File: src/rtl/easyaxi_mst_ost.sv
// ---------------------------------------------------------------------------
// easyaxi_mst_ost
//   AXI read master with up to OST_DEPTH outstanding transactions.
//   Commands are accepted into the lowest free tracking slot. AR requests are
//   issued one at a time in round-robin slot order. R beats are matched back
//   to slots by the low IDX_W bits of RID, and every completed transaction
//   reports its slot and an error flag.
//
//   Optional build macro: EASYAXI_MST_RLAST_CHK_EN
//     When defined, each beat count is checked against len+1. An early or
//     missing RLAST marks the transaction as errored, and a missing RLAST
//     still completes the slot at beat len+1.
//
// Ports
//   clk, rst                : clock, asynchronous active-high reset
//   cmd_valid/ready/addr/len: command port (len = burst length minus one)
//   axi_mst_ar*             : AXI read address channel
//   axi_mst_r*              : AXI read data channel (rready is tied high)
//   rd_data_vld, rd_data    : registered copy of each accepted beat
//   rd_done, rd_done_id,
//   rd_done_err             : one-cycle completion pulse with slot and status
//   ost_cnt                 : number of occupied slots
//   err_unexp               : sticky flag for a beat with no pending slot
// ---------------------------------------------------------------------------
module easyaxi_mst_ost #(
    parameter int         OST_DEPTH = 4,
    parameter int         IDX_W     = 2,
    parameter int         ID_W      = 4,
    parameter int         ADDR_W    = 32,
    parameter int         DATA_W    = 32,
    parameter int         LEN_W     = 8,
    parameter logic [2:0] SIZE_VAL  = 3'b010
) (
    input  logic              clk,
    input  logic              rst,
    input  logic              cmd_valid,
    output logic              cmd_ready,
    input  logic [ADDR_W-1:0] cmd_addr,
    input  logic [LEN_W-1:0]  cmd_len,
    output logic              axi_mst_arvalid,
    input  logic              axi_mst_arready,
    output logic [ID_W-1:0]   axi_mst_arid,
    output logic [ADDR_W-1:0] axi_mst_araddr,
    output logic [LEN_W-1:0]  axi_mst_arlen,
    output logic [2:0]        axi_mst_arsize,
    output logic [1:0]        axi_mst_arburst,
    input  logic              axi_mst_rvalid,
    output logic              axi_mst_rready,
    input  logic [ID_W-1:0]   axi_mst_rid,
    input  logic [DATA_W-1:0] axi_mst_rdata,
    input  logic [1:0]        axi_mst_rresp,
    input  logic              axi_mst_rlast,
    output logic              rd_data_vld,
    output logic [DATA_W-1:0] rd_data,
    output logic              rd_done,
    output logic [IDX_W-1:0]  rd_done_id,
    output logic              rd_done_err,
    output logic [IDX_W:0]    ost_cnt,
    output logic              err_unexp
);

    typedef enum logic {AR_IDLE = 1'b0, AR_VALID = 1'b1} ar_state_t;

    ar_state_t         ar_state_q, ar_state_d;
    logic [IDX_W-1:0]  rr_ptr_q, rr_ptr_d;
    logic [IDX_W-1:0]  ar_idx_q, ar_idx_d;
    logic [ADDR_W-1:0] araddr_q, araddr_d;
    logic [LEN_W-1:0]  arlen_q, arlen_d;
    logic              ar_hs;

    logic [OST_DEPTH-1:0] valid_vec, req_vec, comp_vec, free_vec, done_vec, err_acc_vec;
    logic [ADDR_W-1:0]    addr_arr [OST_DEPTH];
    logic [LEN_W-1:0]     len_arr  [OST_DEPTH];

    logic [IDX_W-1:0] alloc_idx, sel_idx, cand;
    logic             alloc_en, sel_found;
    logic [IDX_W-1:0] r_slot;
    logic             r_id_ok, r_hit;
    logic [IDX_W:0]   free_cnt;

    logic              rd_data_vld_q, rd_data_vld_d;
    logic [DATA_W-1:0] rd_data_q, rd_data_d;
    logic              rd_done_q, rd_done_d;
    logic [IDX_W-1:0]  rd_done_id_q, rd_done_id_d;
    logic              rd_done_err_q, rd_done_err_d;
    logic [IDX_W:0]    ost_cnt_q, ost_cnt_d;
    logic              err_unexp_q, err_unexp_d;

    // ---------------- allocation: lowest-index free slot ----------------
    assign cmd_ready = ~&valid_vec;
    assign alloc_en  = cmd_valid & cmd_ready;

    always_comb begin
        alloc_idx = '0;
        for (int i = OST_DEPTH - 1; i >= 0; i--) begin
            if (!valid_vec[i]) alloc_idx = IDX_W'(i);
        end
    end

    // ---------------- AR stage ----------------
    // First pending request at or after rr_ptr, wrapping around.
    always_comb begin
        sel_found = 1'b0;
        sel_idx   = '0;
        cand      = '0;
        for (int i = 0; i < OST_DEPTH; i++) begin
            cand = IDX_W'((int'(rr_ptr_q) + i) % OST_DEPTH);
            if (!sel_found && req_vec[cand]) begin
                sel_found = 1'b1;
                sel_idx   = cand;
            end
        end
    end

    always_ff @(posedge clk or posedge rst) begin
        if (rst) ar_state_q <= AR_IDLE;
        else     ar_state_q <= ar_state_d;
    end

    always_comb begin
        ar_state_d = ar_state_q;
        case (ar_state_q)
            AR_IDLE:  if (sel_found)       ar_state_d = AR_VALID;
            AR_VALID: if (axi_mst_arready) ar_state_d = AR_IDLE;
            default:                       ar_state_d = AR_IDLE;
        endcase
    end

    always_comb begin
        axi_mst_arvalid = (ar_state_q == AR_VALID);
        ar_hs           = axi_mst_arvalid & axi_mst_arready;
    end

    // Payload is only loaded from idle, so it holds while arvalid & ~arready.
    always_comb begin
        ar_idx_d = ar_idx_q;
        araddr_d = araddr_q;
        arlen_d  = arlen_q;
        rr_ptr_d = rr_ptr_q;
        if (ar_state_q == AR_IDLE && sel_found) begin
            ar_idx_d = sel_idx;
            araddr_d = addr_arr[sel_idx];
            arlen_d  = len_arr[sel_idx];
        end
        if (ar_hs) begin
            rr_ptr_d = (ar_idx_q == IDX_W'(OST_DEPTH - 1)) ? '0 : ar_idx_q + 1'b1;
        end
    end

    always_ff @(posedge clk or posedge rst) begin
        if (rst) begin
            ar_idx_q <= '0;
            araddr_q <= '0;
            arlen_q  <= '0;
            rr_ptr_q <= '0;
        end else begin
            ar_idx_q <= ar_idx_d;
            araddr_q <= araddr_d;
            arlen_q  <= arlen_d;
            rr_ptr_q <= rr_ptr_d;
        end
    end

    assign axi_mst_arid    = ID_W'(ar_idx_q);
    assign axi_mst_araddr  = araddr_q;
    assign axi_mst_arlen   = arlen_q;
    assign axi_mst_arsize  = SIZE_VAL;
    assign axi_mst_arburst = 2'b01;
    assign axi_mst_rready  = 1'b1;

    // ---------------- R stage: slot lookup ----------------
    assign r_slot  = axi_mst_rid[IDX_W-1:0];
    assign r_id_ok = ((axi_mst_rid >> IDX_W) == '0) && (int'(r_slot) < OST_DEPTH);
    assign r_hit   = axi_mst_rvalid & r_id_ok & comp_vec[r_slot];

    // ---------------- per-slot tracking state ----------------
    for (genvar gi = 0; gi < OST_DEPTH; gi++) begin : g_slot
        logic              valid_q, valid_d, req_q, req_d, comp_q, comp_d, err_q, err_d;
        logic [LEN_W:0]    beat_q, beat_d;
        logic [ADDR_W-1:0] addr_q, addr_d;
        logic [LEN_W-1:0]  len_q, len_d;
        logic              alloc_sel, grant_clr, r_sel, beat_bad, beat_end, beat_err;
        logic [LEN_W:0]    beat_inc;

        assign alloc_sel = alloc_en && (alloc_idx == IDX_W'(gi));
        assign grant_clr = ar_hs && (ar_idx_q == IDX_W'(gi));
        assign r_sel     = r_hit && (r_slot == IDX_W'(gi));
        assign beat_inc  = beat_q + {{LEN_W{1'b0}}, 1'b1};

`ifdef EASYAXI_MST_RLAST_CHK_EN
        logic len_hit;
        assign len_hit  = (beat_inc == ({1'b0, len_q} + {{LEN_W{1'b0}}, 1'b1}));
        assign beat_bad = axi_mst_rlast ^ len_hit;   // early or missing rlast
        assign beat_end = axi_mst_rlast | len_hit;
`else
        assign beat_bad = 1'b0;
        assign beat_end = axi_mst_rlast;
`endif

        assign beat_err = err_q | (axi_mst_rresp != 2'b00) | beat_bad;

        always_comb begin
            valid_d = valid_q;
            req_d   = req_q;
            comp_d  = comp_q;
            err_d   = err_q;
            beat_d  = beat_q;
            addr_d  = addr_q;
            len_d   = len_q;
            // Retire a finished slot; it becomes allocatable next cycle.
            if (valid_q && !req_q && !comp_q) valid_d = 1'b0;
            if (grant_clr) req_d = 1'b0;
            if (r_sel) begin
                beat_d = beat_inc;
                err_d  = beat_err;
                if (beat_end) comp_d = 1'b0;
            end
            if (alloc_sel) begin
                valid_d = 1'b1;
                req_d   = 1'b1;
                comp_d  = 1'b1;
                err_d   = 1'b0;
                beat_d  = '0;
                addr_d  = cmd_addr;
                len_d   = cmd_len;
            end
        end

        always_ff @(posedge clk or posedge rst) begin
            if (rst) begin
                valid_q <= 1'b0;
                req_q   <= 1'b0;
                comp_q  <= 1'b0;
                err_q   <= 1'b0;
                beat_q  <= '0;
                addr_q  <= '0;
                len_q   <= '0;
            end else begin
                valid_q <= valid_d;
                req_q   <= req_d;
                comp_q  <= comp_d;
                err_q   <= err_d;
                beat_q  <= beat_d;
                addr_q  <= addr_d;
                len_q   <= len_d;
            end
        end

        assign valid_vec[gi]   = valid_q;
        assign req_vec[gi]     = req_q;
        assign comp_vec[gi]    = comp_q;
        assign free_vec[gi]    = valid_q & ~req_q & ~comp_q;
        assign done_vec[gi]    = r_sel & beat_end;
        assign err_acc_vec[gi] = beat_err;
        assign addr_arr[gi]    = addr_q;
        assign len_arr[gi]     = len_q;
    end

    // ---------------- status outputs ----------------
    always_comb begin
        free_cnt = '0;
        for (int i = 0; i < OST_DEPTH; i++) begin
            free_cnt = free_cnt + (IDX_W + 1)'(free_vec[i]);
        end
    end

    always_comb begin
        rd_data_vld_d = r_hit;
        rd_data_d     = r_hit ? axi_mst_rdata : rd_data_q;
        rd_done_d     = |done_vec;
        rd_done_id_d  = (|done_vec) ? r_slot : rd_done_id_q;
        rd_done_err_d = (|done_vec) ? err_acc_vec[r_slot] : 1'b0;
        ost_cnt_d     = ost_cnt_q + (IDX_W + 1)'(alloc_en) - free_cnt;
        err_unexp_d   = err_unexp_q | (axi_mst_rvalid & ~r_hit);
    end

    always_ff @(posedge clk or posedge rst) begin
        if (rst) begin
            rd_data_vld_q <= 1'b0;
            rd_data_q     <= '0;
            rd_done_q     <= 1'b0;
            rd_done_id_q  <= '0;
            rd_done_err_q <= 1'b0;
            ost_cnt_q     <= '0;
            err_unexp_q   <= 1'b0;
        end else begin
            rd_data_vld_q <= rd_data_vld_d;
            rd_data_q     <= rd_data_d;
            rd_done_q     <= rd_done_d;
            rd_done_id_q  <= rd_done_id_d;
            rd_done_err_q <= rd_done_err_d;
            ost_cnt_q     <= ost_cnt_d;
            err_unexp_q   <= err_unexp_d;
        end
    end

    assign rd_data_vld = rd_data_vld_q;
    assign rd_data     = rd_data_q;
    assign rd_done     = rd_done_q;
    assign rd_done_id  = rd_done_id_q;
    assign rd_done_err = rd_done_err_q;
    assign ost_cnt     = ost_cnt_q;
    assign err_unexp   = err_unexp_q;

endmodule

File: config.mk
export PLATFORM = sky130hd
export DESIGN_NAME = easyaxi_mst_ost
export DESIGN_NICKNAME = d
export VERILOG_FILES = /design/src/rtl/easyaxi_mst_ost.sv
export SDC_FILE = /design/constraint.sdc
export NUM_CORES = 1
export LEC_CHECK = 0
export BUFFER_PORTS_ARGS = -buffer_cell sky130_fd_sc_hd__clkbuf_2
export CAP_MARGIN = 40
export CORE_MARGIN = 5
export CORE_UTILIZATION = 51
export CTS_CLUSTER_DIAMETER = 120
export CTS_CLUSTER_SIZE = 28
export DETAILED_ROUTE_END_ITERATION = 12
export HOLD_SLACK_MARGIN = 0.06
export PLACE_DENSITY = 0.76
export SLEW_MARGIN = 20
export SYNTH_ARGS = -nofsm -noshare
export SYNTH_HDL_FRONTEND = slang
export SYNTH_SLANG_ARGS = --single-unit
File: constraint.sdc
create_clock -name clk -period 7.84 [get_ports clk]
set_clock_uncertainty 0.2 [all_clocks]
set_input_delay 0.392 -clock clk [delete_from_list [all_inputs] [get_ports clk]]
set_output_delay 0.392 -clock clk [all_outputs]
set_load 0.02 [all_outputs]
==> metrics.txt, run 1 <==
# TYPE chip_impl_metric gauge
chip_impl_metric{name="postRouteWirelength",unit="um"} 26000
chip_impl_metric{name="grt.overflow.total",unit=""} 0
chip_impl_metric{name="die_height",unit="um"} 158
chip_impl_info{name="outcome",value="complete, no violations"} 1
chip_impl_metric{name="drc_errors",unit=""} 0
chip_impl_metric{name="postSynthRegisterBits",unit=""} 262
chip_impl_metric{name="yosysUniqueCellTypes",unit=""} 43
chip_impl_info{name="clk_tree_root_cell",value="sky130_fd_sc_hd__clkbuf_16"} 1
chip_impl_metric{name="antenna_violations_before_repair",unit=""} 1
chip_impl_metric{name="placement.io_buffers",unit=""} 168
chip_impl_metric{name="synth_area_in_simple_gates",unit=""} 0.118
chip_impl_info{name="tritoncts",value="built"} 1
chip_impl_info{name="cp_slowest_cell",value="sky130_fd_sc_hd__clkinv_1"} 1
chip_impl_metric{name="synth.mux.area_fraction",unit=""} 0.193
chip_impl_metric{name="final_cycle_share",unit=""} 0.369
chip_impl_metric{name="worst_setup_hold_path_clk_slew",unit="ns"} 0.10
chip_impl_metric{name="initial_utilization",unit=""} 0.515
chip_impl_metric{name="final_max_slew_viol_count",unit=""} 0
chip_impl_info{name="synth_top_cells_by_area",value="sky130_fd_sc_hd__dfrtp_1 (59%), sky130_fd_sc_hd__mux2_2 (11%), sky130_fd_sc_hd__nand2_1 (10%)"} 1
chip_impl_metric{name="maxClockFrequency",unit="MHz"} 346
chip_impl_metric{name="synthesis.instances",unit=""} 951
chip_impl_info{name="hold_path.class",value="in2reg"} 1
chip_impl_metric{name="place_hpwl",unit="um"} 16200
chip_impl_metric{name="largest_net_degree_at_the_start_of_global_routing",unit=""} 99
chip_impl_metric{name="layout.filler_cells",unit=""} 1722
chip_impl_metric{name="power.switching_fraction",unit=""} 0.382
chip_impl_metric{name="pwr-share-clk",unit=""} 0.133
chip_impl_metric{name="power_frac_seq",unit=""} 0.437
chip_impl_metric{name="die_w",unit="um"} 158
chip_impl_metric{name="vdd_ir_drop_max",unit="mV"} 0.317
chip_impl_metric{name="vias",unit=""} 7791
chip_impl_metric{name="area_of_the_die",unit="sq mm"} 0.0249
chip_impl_metric{name="timing.max_slew.rel_slack",unit=""} 0.496
chip_impl_metric{name="wire_length_of_the_first_global_routing_pass",unit="um"} 42200
chip_impl_metric{name="area_delta_synth_final",unit="%"} 20.3
chip_impl_metric{name="design.core.area",unit="sq mm"} 0.0216
chip_impl_metric{name="cts_made_buffers",unit=""} 13
chip_impl_info{name="final_common_cell",value="sky130_fd_sc_hd__nand2_1"} 1
chip_impl_info{name="timing.critical_path.cells",value="dlygate4sd3_1 -> clkbuf_2 -> nand3b_1 -> buf_4 -> clkinv_1 -> buf_4 -> nand2_1 -> nand2_1"} 1
chip_impl_metric{name="place_congestion",unit=""} 0.795
chip_impl_metric{name="rows",unit=""} 54
chip_impl_metric{name="report.final.hold_viol_count",unit=""} 0
chip_impl_metric{name="power.switching",unit="W"} 0.00206
chip_impl_metric{name="routedWlPerCell",unit="um"} 17.9
chip_impl_metric{name="slew_at_the_pin_with_the_worst_max_slew_slack",unit="ns"} 0.757
chip_impl_metric{name="synthXorXnorAreaFrac",unit=""} 0.00236
chip_impl_metric{name="timing.critical_path.fanout_max",unit=""} 43
chip_impl_metric{name="number_of_routed_nets_with_antenna_violations",unit=""} 0
chip_impl_info{name="grt_setup_unrepaired",value="no"} 1
chip_impl_metric{name="critical_path.max_stage_delay",unit="ns"} 0.68
chip_impl_info{name="path_class",value="in2reg"} 1
chip_impl_metric{name="yosys_warnings",unit=""} 0
chip_impl_metric{name="finalSetupTns",unit="ns"} 0
chip_impl_metric{name="design.portCount",unit=""} 177
chip_impl_info{name="final_cell_mix",value="sky130_fd_sc_hd__nand2_1 (294), sky130_fd_sc_hd__dfrtp_1 (262), sky130_fd_sc_hd__clkbuf_2 (168), sky130_fd_sc_hd__mux2_2 (113)"} 1
chip_impl_metric{name="final_layout_size_suffix_gt1_frac",unit=""} 0.279
chip_impl_metric{name="combinationalPowerShare",unit=""} 0.430
chip_impl_metric{name="grt_usage",unit=""} 0.210
chip_impl_metric{name="timing.final.crit_period",unit="ns"} 2.89
chip_impl_metric{name="detail_route.vias_per_cell",unit=""} 5.36
chip_impl_info{name="synth_top_family_by_area",value="multiplexers"} 1
chip_impl_metric{name="cp.required",unit="ns"} 8.01
chip_impl_metric{name="clk-insertion-delay-late",unit="ns"} 0.47
chip_impl_metric{name="fin_hold_ws",unit="ns"} 0.0806
chip_impl_info{name="setup.worst_path.end_class",value="register"} 1
chip_impl_metric{name="cts_htree_levels",unit=""} 1
chip_impl_metric{name="nets",unit=""} 1266
chip_impl_metric{name="synth_compound_area_frac",unit=""} 0.0470
chip_impl_metric{name="seq_area_frac_synth",unit=""} 0.589
chip_impl_metric{name="dr.first_iter.drc_count",unit=""} 534
chip_impl_metric{name="power-per-cell-area",unit="mW/mm^2"} 404
chip_impl_metric{name="worst-endpoint-arrival",unit="ns"} 3.06
chip_impl_metric{name="fin_ws",unit="ns"} 4.95
chip_impl_metric{name="drtPass1Iterations",unit=""} 5
chip_impl_metric{name="synthDominantCellAreaShare",unit=""} 0.589
chip_impl_metric{name="first_global_vias",unit=""} 8118
chip_impl_metric{name="synth_area",unit="sq mm"} 0.0111
chip_impl_metric{name="postCtsResizedCells",unit=""} 0
chip_impl_metric{name="setup_viol_count_final",unit=""} 0
chip_impl_info{name="synth_top_area_cell",value="sky130_fd_sc_hd__dfrtp_1"} 1
chip_impl_metric{name="clock_sink_count",unit=""} 262
chip_impl_metric{name="leak_pwr",unit="nW"} 6.65
chip_impl_metric{name="postSynthAreaPerCell",unit="sq um"} 11.7
chip_impl_metric{name="postLayoutCoreUtil",unit=""} 0.619
chip_impl_metric{name="pre_cts_ws",unit="ns"} 5.08
chip_impl_metric{name="maxCapViolations",unit=""} 0
chip_impl_metric{name="clock_path_buffers",unit=""} 3
chip_impl_metric{name="synth-adder-area-share",unit=""} 0.0121
chip_impl_metric{name="power_report.internal_total",unit="W"} 0.00334
chip_impl_info{name="setup.worst_path.start_class",value="input pin"} 1
power by group through the flow:
stage	Sequential (W)	Clock [W]	Combinational (W)
after global routing	0.00244	0.000789	0.00254
after floorplan	0.00251	0	0.00150
after global placement	0.00236	0	0.00219
after detailed placement	0.00239	0	0.00230
after CTS	0.00236	0.000744	0.00234
final	0.00236	0.000719	0.00232
routing by layer:
metal  global-route usage  vias to the layer above  routed length (um)
met5                    0                        -                   0
met2                0.355                      234               12600
met4               0.0483                        0                 486
li1                     -                     3636                   -
met1                0.290                     3884               11300
met3               0.0284                       37                1570
cell usage after synthesis (all sizes together):
master  count
fa          3
nor2       15
nor3        3
or2         2
inv        17
clkbuf     27
a21oi       6
o31ai       4
xnor2       3
nand3b      1
buf        36
o22ai       2
o21a        1
a21o        3
o221ai     40
mux2i      81
nor3b       3
nand2b      5
nor2b       1
dfrtp     262
ha          6
conb        2
nand4       1
mux4        2
a211o       1
nand3       2
and2        1
nand2     296
mux2      114
a31oi       4
nor4        1
o21ai       6
stage by stage:
stage / instance area, sq um / total power (W) / instances
after floorplan: 11100 / 0.00401 / 957
after CTS: 13400 / 0.00544 / 1452
final: 13400 / 0.00540 / 1453
after detailed placement: 12200 / 0.00468 / 1357
after global routing: 13400 / 0.00577 / 1453
after global placement: 12100 / 0.00455 / 1351
flip-flops by register name (all words and copies together), names as in the netlist:
name	flops
rd_data_vld	1
rd_done	1
rd_done_id	2
rr_ptr_q	2
rd_done_err	1
ar_idx_q	2
err_unexp	1
axi_mst_arvalid	1
g_slot.err_q	4
axi_mst_araddr	32
g_slot.addr_q	128
axi_mst_arlen	8
g_slot.valid_q	4
ost_cnt	3
rd_data	32
g_slot.len_q	32
g_slot.req_q	4
g_slot.comp_q	4
layout make-up:
| type | count | area (sq um) | area share |
|---|---|---|---|
| Timing Repair Buffer | 264 | 1850 | 0.139 |
| Clock inverter | 1 | 20.0 | 0.00150 |
| Clock buffer | 13 | 325 | 0.0243 |
| Tap cell | 280 | 350 | 0.0262 |
| Multi-Input combinational cell | 615 | 4200 | 0.314 |
| Sequential cell | 262 | 6560 | 0.490 |
| Antenna cell | 1 | 2.50 | 0.000187 |
| Inverter | 17 | 71.3 | 0.00533 |
kinds of logic after synthesis:
group	after synthesis
AO/OA/AOI/OAI	67
XOR/XNOR	3
AND/OR/NAND/NOR	331
multiplexers	197
adder cells (fa/ha/maj)	9
buffers and inverters	80
flip-flops	262
other	2
critical path, delay by kind of cell:
kind | cells | cell delay [ns]
buffers and inverters | 5 | 2.36
AND/OR/NAND/NOR | 3 | 0.28
timing repair:
action	in CTS	in global routing
hold buffers	81	0
buffers inserted	0	0
endpoints found under the hold margin	294	0
final timing paths:
| kind | from | end | slack, ns | cells after the start |
|---|---|---|---|---|
| min in group asynchronous | rst | rd_data[2] | 0.37 | 3 |
| hold / removal | axi_mst_rid[1] | g_slot[1].comp_q | 0.08 | 3 |
| setup / recovery | cmd_valid | g_slot[1].addr_q[26] | 4.95 | 8 |
| max in group asynchronous | rst | g_slot[1].addr_q[5] | 5.77 | 5 |
| hold reg to reg | g_slot[2].addr_q[9] | g_slot[2].addr_q[9] | 0.28 | 2 |
| setup reg to reg | g_slot[0].valid_q | g_slot[1].addr_q[26] | 5.10 | 6 |
(Power assumes the default switching activity.)
==> run 2: changes to the inputs <==
--- a/config.mk
+++ b/config.mk
@@ -8,12 +8,12 @@
 export BUFFER_PORTS_ARGS = -buffer_cell sky130_fd_sc_hd__clkbuf_2
 export CAP_MARGIN = 40
 export CORE_MARGIN = 5
-export CORE_UTILIZATION = 51
+export CORE_UTILIZATION = 57
 export CTS_CLUSTER_DIAMETER = 120
 export CTS_CLUSTER_SIZE = 28
 export DETAILED_ROUTE_END_ITERATION = 12
 export HOLD_SLACK_MARGIN = 0.06
-export PLACE_DENSITY = 0.76
+export PLACE_DENSITY = 0.8
 export SLEW_MARGIN = 20
 export SYNTH_ARGS = -nofsm -noshare
 export SYNTH_HDL_FRONTEND = slang
==> constraint.sdc (replaced) <==
create_clock -name clk -period 2.87 [get_ports clk]
set_clock_uncertainty 0.2 [all_clocks]
set_input_delay 0.1435 -clock clk [delete_from_list [all_inputs] [get_ports clk]]
set_output_delay 0.1435 -clock clk [all_outputs]
set_load 0.02 [all_outputs]
==> metrics.txt, run 2 (synthesis results as in run 1) <==
# TYPE chip_impl_metric gauge
chip_impl_metric{name="placement.io_buffers",unit=""} 168
chip_impl_metric{name="power_frac_seq",unit=""} 0.433
chip_impl_metric{name="wire_length_of_the_first_global_routing_pass",unit="um"} 43200
chip_impl_metric{name="pre_cts_ws",unit="ns"} 0.389
chip_impl_metric{name="timing.max_slew.rel_slack",unit=""} 0.510
chip_impl_metric{name="final_cycle_share",unit=""} 0.932
chip_impl_info{name="timing.critical_path.cells",value="dlygate4sd3_1 -> clkbuf_2 -> mux4_2 -> nand3_2 -> inv_4 -> nand2_2 -> o31ai_1 -> dlygate4sd3_1 -> nand2_1"} 1
chip_impl_metric{name="cts_made_buffers",unit=""} 13
chip_impl_info{name="clk_tree_root_cell",value="sky130_fd_sc_hd__clkbuf_16"} 1
chip_impl_metric{name="maxCapViolations",unit=""} 0
chip_impl_metric{name="final_design_area_no_fill",unit="sq mm"} 0.0135
chip_impl_info{name="cp_top_family",value="buffers and inverters"} 1
chip_impl_metric{name="final_max_slew_viol_count",unit=""} 0
chip_impl_metric{name="sequential_cell_area",unit="sq mm"} 0.00656
chip_impl_metric{name="postRouteWirelength",unit="um"} 26700
chip_impl_metric{name="power_report.internal_total",unit="W"} 0.00921
chip_impl_info{name="cp_slowest_cell",value="sky130_fd_sc_hd__dlygate4sd3_1"} 1
chip_impl_info{name="outcome",value="complete, no violations"} 1
chip_impl_metric{name="vdd_ir_drop_max",unit="mV"} 0.750
chip_impl_metric{name="grt.overflow.total",unit=""} 0
chip_impl_metric{name="die_w",unit="um"} 150
chip_impl_metric{name="detail_route.vias_per_cell",unit=""} 5.51
chip_impl_metric{name="rows",unit=""} 51
chip_impl_metric{name="multi_input_comb_area",unit="sq mm"} 0.00420
chip_impl_metric{name="first_global_vias",unit=""} 8172
chip_impl_metric{name="critical_path.n_buffers_inverters",unit=""} 4
chip_impl_info{name="final_common_cell",value="sky130_fd_sc_hd__nand2_1"} 1
chip_impl_info{name="final_cell_mix",value="sky130_fd_sc_hd__nand2_1 (294), sky130_fd_sc_hd__dfrtp_1 (262), sky130_fd_sc_hd__clkbuf_2 (168), sky130_fd_sc_hd__mux2_2 (113), sky130_fd_sc_hd__dlygate4sd3_1 (89)"} 1
chip_impl_metric{name="place_hpwl",unit="um"} 15900
chip_impl_metric{name="clk-insertion-delay-late",unit="ns"} 0.48
chip_impl_metric{name="cts_setup_buffers",unit=""} 0
chip_impl_metric{name="drc_errors",unit=""} 0
chip_impl_metric{name="fin_hold_ws",unit="ns"} 0.176
chip_impl_metric{name="postLayoutCoreUtil",unit=""} 0.700
chip_impl_metric{name="grt_usage",unit=""} 0.239
chip_impl_metric{name="timing.final.crit_period",unit="ns"} 2.68
chip_impl_metric{name="timing.critical_path.fanout_max",unit=""} 34
chip_impl_metric{name="die_height",unit="um"} 150
chip_impl_info{name="timing.critical_path.mode_cell",value="sky130_fd_sc_hd__dlygate4sd3_1"} 1
chip_impl_metric{name="routedWlPerCell",unit="um"} 18.4
chip_impl_metric{name="design.core.area",unit="sq mm"} 0.0193
chip_impl_metric{name="critical_path.max_stage_delay",unit="ns"} 0.58
chip_impl_metric{name="design.portCount",unit=""} 177
chip_impl_metric{name="leak_pwr",unit="nW"} 6.72
chip_impl_metric{name="nets",unit=""} 1279
chip_impl_metric{name="antenna_violations_before_repair",unit=""} 0
chip_impl_metric{name="largest_net_degree_at_the_start_of_global_routing",unit=""} 128
chip_impl_metric{name="number_of_routed_nets_with_antenna_violations",unit=""} 0
chip_impl_metric{name="setup_viol_count_final",unit=""} 0
chip_impl_info{name="path_class",value="in2reg"} 1
chip_impl_metric{name="maxClockFrequency",unit="MHz"} 374
chip_impl_metric{name="report.final.hold_viol_count",unit=""} 0
chip_impl_metric{name="layout.filler_cells",unit=""} 1352
chip_impl_metric{name="slew_at_the_pin_with_the_worst_max_slew_slack",unit="ns"} 0.736
chip_impl_info{name="setup.worst_path.start_class",value="input pin"} 1
chip_impl_info{name="hold_path.class",value="in2reg"} 1
chip_impl_metric{name="largest_register_ff_count",unit=""} 128
chip_impl_metric{name="drtPass1Iterations",unit=""} 5
chip_impl_metric{name="worst-endpoint-arrival",unit="ns"} 2.82
chip_impl_metric{name="initial_utilization",unit=""} 0.575
chip_impl_metric{name="final_layout_size_suffix_gt1_frac",unit=""} 0.280
chip_impl_metric{name="fin_ws",unit="ns"} 0.194
chip_impl_info{name="grt_setup_unrepaired",value="no"} 1
chip_impl_info{name="largest_register",value="g_slot.addr_q"} 1
chip_impl_metric{name="cts_htree_levels",unit=""} 1
chip_impl_metric{name="fin_cells",unit=""} 1450
chip_impl_metric{name="power.switching",unit="W"} 0.00574
chip_impl_metric{name="place_congestion",unit=""} 0.810
chip_impl_metric{name="cp.required",unit="ns"} 3.01
chip_impl_metric{name="area_delta_synth_final",unit="%"} 21.6
chip_impl_metric{name="power.switching_fraction",unit=""} 0.384
chip_impl_metric{name="dp_cells",unit=""} 1346
chip_impl_metric{name="area_of_the_die",unit="sq mm"} 0.0224
chip_impl_metric{name="antenna_cells_inserted",unit=""} 0
chip_impl_info{name="tritoncts",value="built"} 1
chip_impl_metric{name="power-per-cell-area",unit="mW/mm^2"} 1100
chip_impl_metric{name="vias",unit=""} 7991
chip_impl_info{name="setup.worst_path.end_class",value="register"} 1
chip_impl_metric{name="placed_cell_area",unit="sq mm"} 0.0123
chip_impl_metric{name="clock_sink_count",unit=""} 262
chip_impl_metric{name="worst_setup_hold_path_clk_slew",unit="ns"} 0.10
chip_impl_metric{name="dr.first_iter.drc_count",unit=""} 533
chip_impl_metric{name="combinationalPowerShare",unit=""} 0.435
chip_impl_metric{name="pwr-share-clk",unit=""} 0.132
chip_impl_metric{name="clock_path_buffers",unit=""} 3
-- run 2: power groups by stage --
| stage | registers (W) | logic [W] | clock network [W] |
|---|---|---|---|
| floorplan | 0.00686 | 0.00410 | 0 |
| global placement | 0.00641 | 0.00615 | 0 |
| detailed placement | 0.00651 | 0.00636 | 0 |
| CTS | 0.00643 | 0.00650 | 0.00203 |
| global route | 0.00667 | 0.00709 | 0.00214 |
| finish | 0.00647 | 0.00650 | 0.00197 |
-- run 2: area by class of cell --
class,count,area share
sequential,262,0.485
multi-input combinational,615,0.311
timing repair buffer,277,0.149
tap,265,0.0245
clock buffer,13,0.0240
inverter,17,0.00518
clock inverter,1,0.00148
-- run 2: what timing repair did --
action	in CTS	in global routing
gates resized for setup	0	2
setup endpoints to repair	0	1
endpoints found under the hold margin	478	3
hold buffers	86	3
-- run 2: metrics by stage --
| step | total power [W] | TNS [ns] |
|---|---|---|
| floorplan | 0.0110 | -243.41 |
| global placement | 0.0126 | 0 |
| detailed placement | 0.0129 | 0 |
| CTS | 0.0150 | 0 |
| global route | 0.0159 | 0 |
| finish | 0.0149 | 0 |
-- run 2: worst paths after layout --
check / start / slack, ns / cells past startpoint / to
worst max-delay path: axi_mst_rid[1] / 0.19 / 9 / g_slot[1].comp_q
worst min-delay path: axi_mst_rid[3] / 0.18 / 5 / rd_data[27]
worst max register to register: g_slot[3].err_q / 0.24 / 5 / rd_done_err
worst min register to register: g_slot[2].addr_q[1] / 0.28 / 2 / g_slot[2].addr_q[1]
max in group asynchronous: rst / 1.14 / 5 / g_slot[0].addr_q[14]
min in group asynchronous: rst / 0.58 / 5 / rd_data[2]
-- run 2: metal layers --
metal | up-vias | track usage | routed length (um)
met4 | 0 | 0.0558 | 549
met5 | - | 0 | 0
met3 | 36 | 0.0321 | 1480
met1 | 4066 | 0.335 | 11400
met2 | 237 | 0.402 | 13300
li1 | 3652 | - | -
-- run 2: worst reg2reg max path: cells and delay by family (launching register included) --
kind,cells,cell delay (ns)
buffers and inverters,2,1.17
flip-flops,1,0.40
multiplexers,1,0.47
AND/OR/NAND/NOR,2,0.27
